`src/rtl/fetch_pkg.sv`:
```
// Shared types and constants for the instruction prefetch buffer.
// FETCH_ADDR_W fixes the width of the address field stored with each word;
// the top-level ADDR_W parameter is expected to match it.
package fetch_pkg;

    localparam int unsigned FETCH_ADDR_W = 32;
    localparam int unsigned WORD_BYTES   = 4;

    // One buffered instruction together with the byte address it came from.
    typedef struct packed {
        logic [FETCH_ADDR_W-1:0] addr;
        logic [31:0]             instr;
    } fetch_entry_t;

endpackage

```
`src/rtl/prefetch_fifo.sv`:
```
// DEPTH-entry FIFO of fetch_entry_t with synchronous flush.
// Flush wins over push and pop in the same cycle. Push and pop together on a
// full FIFO is allowed: the pop frees the slot the push fills.
module prefetch_fifo
    import fetch_pkg::*;
#(
    parameter int unsigned DEPTH = 4,
    localparam int unsigned PTR_W = $clog2(DEPTH),
    localparam int unsigned CNT_W = $clog2(DEPTH) + 1
) (
    input  logic             clk,
    input  logic             rst_n,
    input  logic             i_push,
    input  logic             i_pop,
    input  logic             i_flush,
    input  fetch_entry_t     i_data,
    output fetch_entry_t     o_head,
    output logic [CNT_W-1:0] o_count
);

    fetch_entry_t     r_mem [DEPTH];
    logic [PTR_W-1:0] r_rd_ptr;
    logic [PTR_W-1:0] r_wr_ptr;
    logic [CNT_W-1:0] r_count;

    logic w_pop;
    logic w_push;

    assign w_pop  = i_pop & (r_count != '0) & ~i_flush;
    assign w_push = i_push & ~i_flush & ((r_count != CNT_W'(DEPTH)) | w_pop);

    assign o_head  = r_mem[r_rd_ptr];
    assign o_count = r_count;

    // Pointer and occupancy bookkeeping; flush empties the FIFO.
    always_ff @(posedge clk or negedge rst_n) begin
        if (!rst_n) begin
            r_rd_ptr <= '0;
            r_wr_ptr <= '0;
            r_count  <= '0;
        end else if (i_flush) begin
            r_rd_ptr <= '0;
            r_wr_ptr <= '0;
            r_count  <= '0;
        end else begin
            if (w_push) r_wr_ptr <= r_wr_ptr + PTR_W'(1);
            if (w_pop)  r_rd_ptr <= r_rd_ptr + PTR_W'(1);
            case ({w_push, w_pop})
                2'b10:   r_count <= r_count + CNT_W'(1);
                2'b01:   r_count <= r_count - CNT_W'(1);
                default: r_count <= r_count;
            endcase
        end
    end

    // Storage array; cleared at reset so the head reads zero out of reset.
    always_ff @(posedge clk or negedge rst_n) begin
        if (!rst_n) begin
            for (int i = 0; i < DEPTH; i++) r_mem[i] <= '0;
        end else if (w_push) begin
            r_mem[r_wr_ptr] <= i_data;
        end
    end

endmodule

```
`src/rtl/instr_prefetch_buffer.sv`:
```
// Instruction prefetch buffer between the IF stage and a req/gnt/rvalid memory.
// Optional performance counters are compiled in with `define PREFETCH_PERF_EN.
//
// Handshakes: memory side, mem_req_o/mem_addr_o hold until mem_gnt_i (grant may
// arrive in the request cycle) and every grant is answered by exactly one
// mem_rvalid_i in order. Core side, a word transfers on any cycle where
// instr_valid_o & instr_ready_i; instr_valid_o never depends on instr_ready_i.
module instr_prefetch_buffer
    import fetch_pkg::*;
#(
    parameter int unsigned       DEPTH     = 4,
    parameter int unsigned       ADDR_W    = 32,
    parameter logic [ADDR_W-1:0] BOOT_ADDR = ADDR_W'(32'h0000_0000)
) (
    input  logic              clk,
    input  logic              rst_n,
    input  logic              fetch_en_i,
    input  logic              branch_i,
    input  logic [ADDR_W-1:0] branch_addr_i,
    output logic              instr_valid_o,
    input  logic              instr_ready_i,
    output logic [31:0]       instr_rdata_o,
    output logic [ADDR_W-1:0] instr_addr_o,
    output logic              mem_req_o,
    input  logic              mem_gnt_i,
    output logic [ADDR_W-1:0] mem_addr_o,
    input  logic              mem_rvalid_i,
    input  logic [31:0]       mem_rdata_i
`ifdef PREFETCH_PERF_EN
    ,
    output logic [31:0]       perf_fetched_o,
    output logic [31:0]       perf_starve_o
`endif
);

    localparam int unsigned CNT_W = $clog2(DEPTH) + 1;

    logic [ADDR_W-1:0] r_req_pc;
    logic [ADDR_W-1:0] r_rsp_pc;
    logic [CNT_W-1:0]  r_outstanding;
    logic [CNT_W-1:0]  r_discard;

    logic [CNT_W-1:0]  w_count;
    logic [CNT_W:0]    w_in_use;
    logic              w_grant;
    logic              w_keep;
    logic              w_pop;
    logic [CNT_W-1:0]  w_outstanding_nxt;
    logic [CNT_W-1:0]  w_discard_nxt;
    fetch_entry_t      w_entry;
    fetch_entry_t      w_head;

    // Credit: buffered plus in-flight words may never exceed DEPTH.
    assign w_in_use  = {1'b0, w_count} + {1'b0, r_outstanding};
    assign mem_req_o = fetch_en_i & ~branch_i & (w_in_use < (CNT_W+1)'(DEPTH));
    assign mem_addr_o = r_req_pc;
    assign w_grant   = mem_req_o & mem_gnt_i;

    // A response is kept only once all stale (pre-redirect) responses are gone.
    assign w_keep = mem_rvalid_i & (r_discard == '0);
    assign w_pop  = instr_valid_o & instr_ready_i;

    assign w_entry.addr  = FETCH_ADDR_W'(r_rsp_pc);
    assign w_entry.instr = mem_rdata_i;

    assign instr_valid_o = (w_count != '0);
    assign instr_rdata_o = w_head.instr;
    assign instr_addr_o  = ADDR_W'(w_head.addr);

    prefetch_fifo #(
        .DEPTH (DEPTH)
    ) u_fifo (
        .clk     (clk),
        .rst_n   (rst_n),
        .i_push  (w_keep),
        .i_pop   (w_pop),
        .i_flush (branch_i),
        .i_data  (w_entry),
        .o_head  (w_head),
        .o_count (w_count)
    );

    // Next outstanding/discard counts. On a redirect every response still in
    // flight after this cycle belongs to the old stream (including any already
    // marked for discard), so discard becomes the post-cycle outstanding count.
    // No grant can happen under a redirect, so that is outstanding minus this
    // cycle's response, and it is bounded by DEPTH through the credit check.
    always_comb begin
        w_outstanding_nxt = r_outstanding;
        w_discard_nxt     = r_discard;
        case ({w_grant, mem_rvalid_i})
            2'b10:   w_outstanding_nxt = r_outstanding + CNT_W'(1);
            2'b01:   w_outstanding_nxt = r_outstanding - CNT_W'(1);
            default: w_outstanding_nxt = r_outstanding;
        endcase
        if (branch_i) begin
            w_discard_nxt = w_outstanding_nxt;
        end else if (mem_rvalid_i && (r_discard != '0)) begin
            w_discard_nxt = r_discard - CNT_W'(1);
        end
    end

    // Request/response PCs and in-flight bookkeeping.
    always_ff @(posedge clk or negedge rst_n) begin
        if (!rst_n) begin
            r_req_pc      <= BOOT_ADDR;
            r_rsp_pc      <= BOOT_ADDR;
            r_outstanding <= '0;
            r_discard     <= '0;
        end else begin
            r_outstanding <= w_outstanding_nxt;
            r_discard     <= w_discard_nxt;
            if (branch_i) begin
                r_req_pc <= branch_addr_i;
                r_rsp_pc <= branch_addr_i;
            end else begin
                if (w_grant) r_req_pc <= r_req_pc + ADDR_W'(WORD_BYTES);
                if (w_keep)  r_rsp_pc <= r_rsp_pc + ADDR_W'(WORD_BYTES);
            end
        end
    end

`ifdef PREFETCH_PERF_EN
    logic [31:0] r_perf_fetched;
    logic [31:0] r_perf_starve;

    // Words actually entering the FIFO, and cycles the core waited on us.
    always_ff @(posedge clk or negedge rst_n) begin
        if (!rst_n) begin
            r_perf_fetched <= '0;
            r_perf_starve  <= '0;
        end else begin
            if (w_keep && !branch_i)             r_perf_fetched <= r_perf_fetched + 32'd1;
            if (instr_ready_i && !instr_valid_o) r_perf_starve  <= r_perf_starve + 32'd1;
        end
    end

    assign perf_fetched_o = r_perf_fetched;
    assign perf_starve_o  = r_perf_starve;
`endif

    // A response must always answer an earlier grant.
    a_rvalid_has_req: assert property (@(posedge clk) disable iff (!rst_n)
        mem_rvalid_i |-> (r_outstanding != '0));

    // Credit accounting keeps buffered plus in-flight words within DEPTH.
    a_credit_bound: assert property (@(posedge clk) disable iff (!rst_n)
        w_in_use <= (CNT_W+1)'(DEPTH));

endmodule

```
`config.mk`:
```
export PLATFORM = sky130hd
export DESIGN_NAME = instr_prefetch_buffer
export DESIGN_NICKNAME = d
export VERILOG_FILES = /design/src/rtl/fetch_pkg.sv /design/src/rtl/prefetch_fifo.sv /design/src/rtl/instr_prefetch_buffer.sv
export SDC_FILE = /design/constraint.sdc
export NUM_CORES = 1
export LEC_CHECK = 0
export ABC_AREA = 1
export CAP_MARGIN = 40
export CORE_UTILIZATION = 30
export CTS_CLUSTER_SIZE = 30
export DETAILED_ROUTE_END_ITERATION = 7
export REMOVE_ABC_BUFFERS = 1
export SETUP_SLACK_MARGIN = 0.5
export SYNTH_ARGS = -nofsm -noshare
export SYNTH_HDL_FRONTEND = slang
export SYNTH_SLANG_ARGS = --single-unit
```
`constraint.sdc`:
```
create_clock -name clk -period 4.55 [get_ports clk]
set_input_delay 0.6825 -clock clk [delete_from_list [all_inputs] [get_ports clk]]
set_output_delay 0.6825 -clock clk [all_outputs]
set_load 0.1 [all_outputs]
```
# Word-level counts from Yosys, hierarchy flattened
# Index checks and enable logic that the tools add are counted.
dict set report totals {
  register_bits 333
  input_bits 71
  output_inout_bits 98
  word_cells 77
}
dict set report classes {
  n_addsub 10
  order_cmp 4
  eq_ne 5
  muxes 19
  bitwise_logic 13
  reduce_logical 11
}
# operator n
set ops {}
lappend ops {{$bwmux W256} 1}
lappend ops {{$mux W64} 3}
lappend ops {{$bmux W64 S2} 1}
lappend ops {{$demux W64 S2} 1}
lappend ops {{$mux W32} 4}
lappend ops {{$add A32 B3 Y32 const B} 2}
lappend ops {{$pmux W3 S2} 2}
lappend ops {{$reduce_bool A2 Y1} 5}
lappend ops {{$and A1 B1 Y1} 9}
lappend ops {{$mux W3} 3}
lappend ops {{$reduce_bool A3 Y1} 3}
lappend ops {{$sub A3 B1 Y3 const B} 3}
lappend ops {{$mux W2} 4}
lappend ops {{$add A3 B1 Y3 const B} 2}
lappend ops {{$ge A3 B3 Y1 const B} 2}
lappend ops {{$not A2 Y3} 2}
lappend ops {{$add A2 B1 Y2 const B} 2}
lappend ops {{$add A3 B3 Y4} 1}
lappend ops {{$eq A2 B1 Y1 const B} 2}
lappend ops {{$eq A2 B2 Y1 const B} 2}
lappend ops {{$lt A4 B3 Y1 const B} 1}
lappend ops {{$logic_not A3 Y1} 1}
lappend ops {{$lt A3 B1 Y1 const B} 1}
lappend ops {{$ne A3 B3 Y1 const B} 1}
lappend ops {{other kinds (3)} 4}

# Depth between registers and ports, before layout
# Gate-level depths: netlist of the first run.
dict set report depth {
  word_depth 9
  ltp_mapped 14
  depth_no_buf 14
}

# Cells and area by module
# A second synthesis of the first run with hierarchy kept.
dict set report unflattened {
  cells_unflattened 2281
  hier_area_um2 17321.6
}
# mod instances cells_per_inst area_each_um2 seq_area_each_um2
set modules_own_cells {}
lappend modules_own_cells {prefetch_fifo 1 1534 12431.9 6581.3}
lappend modules_own_cells {instr_prefetch_buffer 1 747 4889.7 1751.7}

# Worst setup path before layout of the first run
# Ideal clock, no wire load.
dict set report synth_path {
  path_type {reg2out}
  from {reg u_fifo.r_rd_ptr[0]}
  to {out instr_addr_o[20]}
  arrival_time_ns 2.556
  required_time_ns 3.868
  slack_ns 1.311
  stages_incl_launch_ff 6
  n_path_buf 2
  path_cell_list {dfrtp_1 -> inv_1 -> clkbuf_1 -> clkbuf_1 -> o21ai_0 -> o22ai_1}
}
dict set report synth_between {
  elab_chain_len 4
}
# element line_no
set synth_lines {}
lappend synth_lines {{from (decl)} prefetch_fifo.sv:22} ;# logic [PTR_W-1:0] r_rd_ptr;
lappend synth_lines {{from (signal assigned)} prefetch_fifo.sv:47} ;# if (w_pop) r_rd_ptr <= r_rd_ptr + PTR_W'(1);
lappend synth_lines {{$not A2 Y3 (implied by the code)} prefetch_fifo.sv:32} ;# assign o_head = r_mem[r_rd_ptr];
lappend synth_lines {{$bmux W64 S2} prefetch_fifo.sv:32}
lappend synth_lines {{$mux W64 (implied by the code) (2 in a row)} prefetch_fifo.sv:32}
lappend synth_lines {{to (decl)} instr_prefetch_buffer.sv:23} ;# output logic [ADDR_W-1:0] instr_addr_o,
# No other way between the ends. The select of a mux whose other input is x is not followed.

# Worst setup path in the final report of the first run
dict set report layout_path {
  from {reg u_fifo.r_rd_ptr[0]}
  to {out instr_addr_o[4]}
}
# Same word-level chain as after synthesis.

==> results.ini, run 1 <==
[run_status]
status = completed

[detailed_routing]
route.detailed.drc = 0
ant_nets = 0
via_count = 14300
wl_per_cell_um = 16.4
vias_per_cell = 4.87
routed_wirelength_um = 48100
drtIter0Drc = 1218
firstDrtPassIters = 5

[floorplan]
fp-row-count = 86
die_area_um2 = 56500
dieHeight_um = 238
io_pins = 169
coreArea_um2 = 55000
initial_core_util_pct = 30.3
die_w_um = 238

[global_route]
grt.met2_usage_pct = 26.9
use_met1_pct = 23.4
use_met3_pct = 3.32
grtUsageTotal_pct = 17.0
grt_pass1_vias = 13800
grt_max_degree = 118
grt_pass1_wl_um = 76400
antenna_found_initial = 1
grt-busiest-layer = met2
grt_overflow = 0

[yosys]
synthesis.area_um2 = 16700
yosys_warnings = 0
syn_avg_cell_area_um2 = 8.31
syn_inst = 2006
yosysSeqAreaShare_pct = 50.0
synthArstFlopShare_pct = 100
synth_seq_cells = 333
synth_edf_count = 0
ys.flop_type = dfrtp_1
synth.distinct_cells = 42

[cells_and_area]
fillCellCount = 5561
area_growth_syn_to_layout_pct = 22.8
final_nets = 2240
final_cell_mix = 509 x nand2_1, 331 x dfrtp_1, 221 x nor2_1
layout_commonest_cell = nand2_1
layout-drive-gt1-share_pct = 13.3
multi_input_area_um2 = 6940
n_antenna_cell = 0
ff_latch_area_um2 = 8340

[sta]
worstMarginPinSlew_ps = 977
timing.hold.ws_ps = 178
fin_skew_ps = 22.2
min_period_over_period_pct = 74.3
rsz0062_at_grt = no
fmax_mhz = 296
slew_headroom_pct = 34.9
final-setup-viol-count = 0
finalHoldViolations = 0
drv_slew = 0
period_minus_slack_ps = 3380

[clocking]
clkSinkCount = 333
htree_levels = 2
clock_latency_ps = 570
clk_pin_slew_ps = 60
cts_tree = done
cts_root_buf = clkbuf_16
ctsResizeCount = 0
clk_path_buf_depth = 3
postCtsSetupRepairBufs = 0
cts_hold_buf = 0
numCtsBuffers = 39

[placed_design]
dp_hpwl_um = 31400
place_congestion = 0.858
port_buffers = 168

[worst_setup_path]
endpoint_kind = primary output
path_class = flop to primary output
cp.required_ps = 3870
crit_fanout = 85
cp-start-kind = flop
crit_arrival_ps = 2700

[hold_path]
hold_class = input port to asynchronous set/reset pin

[power]
finalPower_uw = 14700
power_leakage_uw = 0.00944
peakVddDrop_mv = 0.451
power.density_nw_per_um2 = 720

[flow_run]
drv_cap = 0

## layout make-up
| cell class | count | share of cell area (%) |
|---|---|---|
| well taps | 748 | 4.57 |
| flip-flops and latches | 333 | 40.7 |
| multi-input cells | 1416 | 33.9 |
| clock inverters | 17 | 1.57 |
| inverters | 143 | 2.67 |
| clock buffers | 52 | 5.25 |
| repair buffers | 223 | 11.3 |
## cells in the mapped netlist, types with 3 or more instances
library cell / n / area (µm²)
o22ai_1: 64 / 400
buf_2: 12 / 60.1
o21ai_0: 168 / 841
xor2_1: 13 / 114
buf_4: 3 / 22.5
o211ai_1: 9 / 67.6
nor2_1: 221 / 830
o31ai_1: 3 / 22.5
inv_1: 134 / 503
dfrtp_1: 333 / 8330
nand2_1: 509 / 1910
buf_1: 8 / 30.0
o21ai_1: 183 / 916
nor2_2: 5 / 31.3
a21oi_1: 24 / 120
o221ai_1: 4 / 35.0
nor2_4: 4 / 45.0
ha_1: 11 / 138
and2_1: 3 / 18.8
xnor2_1: 4 / 35.0
buf_6: 54 / 608
inv_2: 6 / 22.5
nand4_1: 17 / 106
nor3_1: 3 / 15.0
clkbuf_1: 37 / 139
a31oi_1: 6 / 37.5
nand3_1: 70 / 350
nand2_4: 7 / 78.8
o21ai_2: 74 / 648
## through the flow
step / worst slack, ps / std cells / util (%) / setup TNS (ps) / instance area [µm²]
after detailed placement: 1410 / 2863 / 34.7 / 0 / 19100
after global placement: 1330 / 2826 / 33.6 / 0 / 18500
after global routing: 1010 / 2932 / 37.2 / 0 / 20500
final: 1170 / 2932 / 37.2 / 0 / 20500
after CTS: 1060 / 2932 / 37.2 / 0 / 20500
after floorplan: -1230 / 1892 / - / -78610 / 15800
## worst paths after layout
kind                                          from                 to  slack, ps  cells after the start
worst min-delay path                         rst_n     mem_addr_o[18]        180                      1
worst min register to register    u_fifo.r_mem[88]   u_fifo.r_mem[88]        470                      2
min in group clk                  u_fifo.r_mem[88]   u_fifo.r_mem[88]        470                      2
worst max-delay path            u_fifo.r_rd_ptr[0]    instr_addr_o[4]       1170                      4
max in group asynchronous                    rst_n  u_fifo.r_mem[159]       3210                      2
worst max register to register        r_discard[0]   u_fifo.r_mem[33]       1970                     10
## cell families after synthesis
kind of cell | count (synthesis) | synth area share [%]
XOR/XNOR | 17 | 0.893
AND/OR/NAND/NOR | 847 | 20.9
buffers and inverters | 257 | 8.42
flip-flops | 333 | 50.0
AO/OA/AOI/OAI | 539 | 18.7
adder cells (fa/ha/maj) | 13 | 1.07
## power breakdown
part	leakage, µW	switching [µW]	total [µW]	internal, µW
combinational	0.00437	5490	7200	1700
sequential	0.00439	459	4090	3640
clock	0.000683	1310	3440	2130
total	0.00944	7260	14700	7470
## sequential cells by signal, summed over array words and instances, names as in the netlist
register	count
r_outstanding	3
mem_addr_o	32
u_fifo.r_wr_ptr	2
r_discard	3
r_rsp_pc	32
u_fifo.r_mem	256
u_fifo.o_count	3
u_fifo.r_rd_ptr	2
## per-layer routing
metal	vias to the layer above	part of all wire, %
met5	-	0.019
met4	2	2.2
met3	77	6.9
met2	452	46
met1	6832	45
li1	6926	-
## worst max-delay path, cell delays in order, from the launching register on
cell and delay (ps):
dfrtp_4 430, buf_4 700, o21ai_0 220, o22ai_1 400
buf_4 370
(Power assumes the default switching activity.)
==> run 2: changes to the inputs <==
- clock period: 4.55 -> 3.2 ns (I/O delays scaled with it)
==> results.ini, run 2 (synthesized netlist as in run 1, its figures left out) <==
[clocking]
clk_path_buf_depth = 3  ; unchanged
cts_hold_buf = 0  ; unchanged
cts_tree = done
cts_root_buf = clkbuf_16
clkSinkCount = 333  ; unchanged
clock_latency_ps = 550  ; -20 ps
htree_levels = 2  ; unchanged
numCtsBuffers = 39  ; unchanged
clk_pin_slew_ps = 60  ; about the same

[worst_setup_path]
cp-start-kind = flop
crit_cells = 5  ; +1
r2r_cells = 11  ; +1
r2r_slack_ps = 790  ; -1180 ps
crit_buf_inv = 3  ; +1
crit_arrival_ps = 2150  ; -550 ps
crit_fanout = 40  ; -53%
crit_end = instr_rdata_o[27]
worst_path_max_delay_cell = dfrtp_4
worstSetupStartpoint = u_fifo.r_rd_ptr[0]
endpoint_kind = primary output
r2r-end = r_discard[1]
crit_chain = inv_6 -> buf_16 -> o21ai_0 -> o22ai_1 -> buf_12
rr_startpoint = u_fifo.o_count[2]
cp.required_ps = 2720  ; -1150 ps
critical_path.max_stage_delay_ps = 560  ; -140 ps
path_class = flop to primary output
crit_family = buffers and inverters

[global_route]
antenna_found_initial = 0  ; -1
grt_max_degree = 108  ; -8.5%
grt_pass1_wl_um = 76900  ; +0.71%
grt_overflow = 0  ; unchanged
grt_pass1_vias = 13800  ; -0.17%
grtUsageTotal_pct = 17.2  ; +0.18 points

[floorplan]
io_pins = 169  ; unchanged
fp-row-count = 86  ; unchanged
die_w_um = 238  ; unchanged
die_area_um2 = 56500  ; unchanged
dieHeight_um = 238  ; unchanged
initial_core_util_pct = 30.3  ; unchanged
coreArea_um2 = 55000  ; unchanged

[placed_design]
dp_hpwl_um = 30700  ; -2.2%
port_buffers = 168  ; unchanged
place_congestion = 0.863  ; +0.57%
place_worst_setup_slack_ps = 602  ; -811 ps
placedInstanceArea_um2 = 19400  ; +1.7%

[hold_path]
hold_class = input port to asynchronous set/reset pin

[detailed_routing]
vias_per_cell = 4.89  ; +0.36%
route.detailed.drc = 0  ; unchanged
firstDrtPassIters = 6  ; +1
wl_per_cell_um = 16.9  ; +2.9%
routed_wirelength_um = 49100  ; +2.0%
drtIter0Drc = 1147  ; -5.8%
via_count = 14200  ; -0.53%
ant_nets = 0  ; unchanged

[cells_and_area]
final_nets = 2216  ; -1.1%
ff_latch_area_um2 = 8340  ; unchanged
n_antenna_cell = 0  ; unchanged
layout_commonest_cell = nand2_1
final_area_um2 = 20900  ; +2.3%
fillCellCount = 5560  ; -0.018%
final_cell_mix = 509 x nand2_1, 331 x dfrtp_1, 221 x nor2_1
multi_input_area_um2 = 7090  ; +2.2%
largest_reg_flops = 256  ; unchanged
area_growth_syn_to_layout_pct = 25.7
layout-drive-gt1-share_pct = 14.9  ; +1.6 points
largest_register = u_fifo.r_mem

[sta]
final-setup-viol-count = 0  ; unchanged
fin_skew_ps = 17.6  ; -4.65 ps
slew_headroom_pct = 40.4  ; +5.5 points
drv_slew = 0  ; unchanged
fmax_mhz = 380
period_minus_slack_ps = 2630
finalHoldViolations = 0  ; unchanged
worst_slack_ps = 569  ; -599 ps
worstMarginPinSlew_ps = 894  ; -82.9 ps
rsz0062_at_grt = yes
min_period_over_period_pct = 82.2
fin_tns_setup_ps = 0  ; unchanged

[power]
finalPower_uw = 22300  ; +51%
peakVddDrop_mv = 0.611  ; +35%
power_leakage_uw = 0.00958  ; +1.5%
power.density_nw_per_um2 = 1060  ; +48%

[flow_run]
drv_cap = 0  ; unchanged

[run_status]
status = completed

## run 2: where the power goes
group / internal [µW] / leakage, µW / total [µW] / switching (µW)
registers: 5170 / 0.00439 / 5840 / 667
logic: 3800 / 0.00456 / 12000 / 8150
clock network: 2740 / 0.000630 / 4520 / 1780
total: 11700 / 0.00958 / 22300 / 10600
## run 2: per-stage QoR
| step | hold slack, ps | std cells | util (%) |
|---|---|---|---|
| 2_1_floorplan | 184 | 1892 | - |
| 3_3_place_gp | 459 | 2836 | 35.3 |
| 3_5_place_dp | 464 | 2836 | 35.3 |
| 4_1_cts | 49.6 | 2904 | 37.9 |
| 5_1_grt | 99.0 | 2906 | 38.1 |
| 6_report | 27.3 | 2906 | 38.1 |
## run 2: worst min-delay path by stage
stage | startpoint | to | slack [ps] | depth (start not counted)
floorplan | rst_n | mem_addr_o[0] | 180 | 0
global placement | u_fifo.r_mem[139] | u_fifo.r_mem[139] | 460 | 2
detailed placement | u_fifo.r_mem[85] | u_fifo.r_mem[85] | 460 | 2
CTS | rst_n | u_fifo.r_mem[251] | 50 | 1
global route | rst_n | u_fifo.r_mem[181] | 100 | 1
finish | rst_n | u_fifo.r_mem[181] | 30 | 1
## run 2: repair_timing
item                                    4_1_cts  5_1_grt
buffers inserted                              0        0
endpoints found under the setup margin       45       47
cloned                                        1        2
resized for setup                            21       11
pin swaps                                     1        0
## run 2: layer usage
layer / track usage [%] / vias to the layer above / part of all wire [%]
met5: 0 / - / 0
met4: 6.00 / 0 / 2.5
met3: 2.71 / 72 / 6.0
met2: 26.8 / 477 / 45
met1: 24.1 / 6771 / 46
li1: - / 6893 / -
## run 2: worst reg2reg max path: stages, from the launching register on
cell and delay, ps:
dfrtp_1 430, ha_1 290, nor2_1 90, nand2_1 100
nor2_4 160, nand2_4 90, ha_1 200, inv_1 80
fa_1 400, o21ai_0 260, nand2_1 90, o311ai_0 110
## run 2: final cells by class
class / instances / share of cell area (%)
clock buffer: 59 / 5.54
sequential: 333 / 39.8
inverter: 143 / 2.62
timing repair buffer: 199 / 13.1
multi-input combinational: 1416 / 33.8
tap: 748 / 4.47
clock inverter: 8 / 0.615
==> run 3: changes to the inputs <==
- clock period: 3.2 -> 2.7 ns (I/O delays scaled with it)
==> results.ini, run 3 (synthesized netlist as in run 1, its figures left out) <==
[floorplan]
fp-row-count = 86  ; unchanged
io_pins = 169  ; unchanged
initial_core_util_pct = 30.3  ; unchanged
coreArea_um2 = 55000  ; unchanged
die_w_um = 238  ; unchanged
die_area_um2 = 56500  ; unchanged
dieHeight_um = 238  ; unchanged

[clocking]
cts_root_buf = clkbuf_16
cts_tree = done
clock_latency_ps = 550  ; about the same
numCtsBuffers = 41  ; +5.1%
htree_levels = 2  ; unchanged
clkSinkCount = 333  ; unchanged
clk_path_buf_depth = 3  ; unchanged
clk_pin_slew_ps = 60  ; about the same

[detailed_routing]
ant_nets = 0  ; unchanged
wl_per_cell_um = 18.1  ; +7.0%
wl_met2_um = 24900  ; +12%
routed_wirelength_um = 53200  ; +8.4%
dr_wl_met3_um = 2990  ; +1.6%
route.detailed.drc = 0  ; unchanged
highest_layer = met4
vias_per_cell = 4.94  ; +1.0%
m1WireLength_um = 24200  ; +6.7%
via_count = 14600  ; +2.4%
firstDrtPassIters = 7  ; +1
drtIter0Drc = 1159  ; +1.0%

[flow_run]
drv_cap = 0  ; unchanged

[sta]
drv_slew = 0  ; unchanged
fin_skew_ps = 24.3  ; +6.74 ps
period_minus_slack_ps = 2440
worstMarginPinSlew_ps = 589  ; -306 ps
fmax_mhz = 410
finalHoldViolations = 0  ; unchanged
worst_slack_ps = 259  ; -311 ps
final-setup-viol-count = 0  ; unchanged
min_period_over_period_pct = 90.4
rsz0062_at_grt = yes
slew_headroom_pct = 60.8  ; +20 points

[global_route]
antenna_found_initial = 1  ; +1
grtUsageTotal_pct = 17.8  ; +0.62 points
grt_overflow = 0  ; unchanged
grt_pass1_wl_um = 79700  ; +3.6%
grt_pass1_vias = 14200  ; +2.7%
grt_max_degree = 69  ; -36%

[cells_and_area]
final_cell_mix = 508 x nand2_1, 331 x dfrtp_1, 239 x o21ai_1
fin_cells = 2946  ; +1.4%
ff_latch_area_um2 = 8340  ; unchanged
fillCellCount = 5448  ; -2.0%
final_nets = 2255  ; +1.8%
largest_reg_flops = 256  ; unchanged
final_area_um2 = 22200  ; +6.0%
largest_register = u_fifo.r_mem
layout_commonest_cell = nand2_1
layout-drive-gt1-share_pct = 20.6  ; +5.7 points
area_growth_syn_to_layout_pct = 33.3
multi_input_area_um2 = 7650  ; +7.9%
utilization_pct = 40.4  ; +2.3 points

[placed_design]
port_buffers = 168  ; unchanged
dp_hpwl_um = 31500  ; +2.6%
dp_cells = 2840  ; +0.14%
place_congestion = 0.888  ; +2.8%
placedInstanceArea_um2 = 19500  ; +0.41%
place_worst_setup_slack_ps = 196  ; -407 ps

[run_status]
status = completed

[power]
finalPower_uw = 27900  ; +25%
power.density_nw_per_um2 = 1260  ; +18%
power_leakage_uw = 0.0100  ; +4.8%
peakVddDrop_mv = 0.591  ; -3.4%

[hold_path]
hold_class = input port to asynchronous set/reset pin

[worst_setup_path]
cp-start-kind = flop
path_class = flop to primary output
endpoint_kind = primary output
crit_arrival_ps = 2040  ; -110 ps
crit_fanout = 18  ; -55%
cp.required_ps = 2300  ; -420 ps

run 3: cell count changes in the layout (fill, tap and decap cells not counted), moves of 16 or more:
cell and change:
nor2_1 -29, nor2_2 +18, o21ai_0 -75, o21ai_1 +56, o21ai_2 +16, o22ai_1 -39, o22ai_2 +30
run 3: path summary, 6_finish.rpt:
| path | start | endpoint | slack, ps | cells after the start |
|---|---|---|---|---|
| hold reg to reg | mem_addr_o[1] | mem_addr_o[1] | 470 | 2 |
| setup / recovery | u_fifo.r_rd_ptr[0] | instr_addr_o[4] | 260 | 5 |
| hold / removal | rst_n | mem_addr_o[28] | 400 | 2 |
| max in group asynchronous | rst_n | u_fifo.r_mem[137] | 1450 | 3 |
| setup reg to reg | r_outstanding[2] | r_discard[2] | 460 | 14 |
| min in group clk | branch_addr_i[0] | mem_addr_o[0] | 450 | 3 |
run 3: area by class of cell:
class | instances | share of cell area [%]
Antenna cell | 1 | 0.0113
Clock buffer | 62 | 5.42
Clock inverter | 7 | 0.214
Inverter | 143 | 2.56
Multi-Input combinational cell | 1416 | 34.4
Sequential cell | 333 | 37.5
Tap cell | 748 | 4.21
Timing Repair Buffer | 236 | 15.6
run 3: power by group:
group | total [µW] | internal, µW | switching [µW]
Sequential | 6970 | 6130 | 844
Clock | 5200 | 3060 | 2130
Combinational | 15700 | 5400 | 10300
Total | 27900 | 14600 | 13300
run 3: per-layer routing:
metal | vias to the layer above | track usage [%]
li1 | 6976 | -
met1 | 7035 | 24.9
met2 | 475 | 28.5
met3 | 68 | 2.53
met4 | 0 | 5.06
met5 | - | 0
run 3: worst max-delay path, cell delays in order, from the launching register on:
cell,delay [ps]
dfrtp_4,540
buf_6,160
buf_12,150
o21ai_0,320
o22ai_4,130
buf_12,180
run 3: what timing repair did:
item / 4_1_cts / 5_1_grt
cloned: 8 / 12
gates resized for setup: 77 / 181
hold buffers: 1 / 0
hold endpoints to repair: 63 / 0
endpoints found under the setup margin: 67 / 72
pin swaps: 13 / 48
setup buffers: 7 / 8
run 3: stage by stage:
| stage | TNS [ps] | hold WS [ps] |
|---|---|---|
| floorplan | -182950 | 109 |
| global placement | 0 | 406 |
| detailed placement | 0 | 406 |
| CTS | 0 | 401 |
| global route | 0 | 442 |
| finish | 0 | 401 |
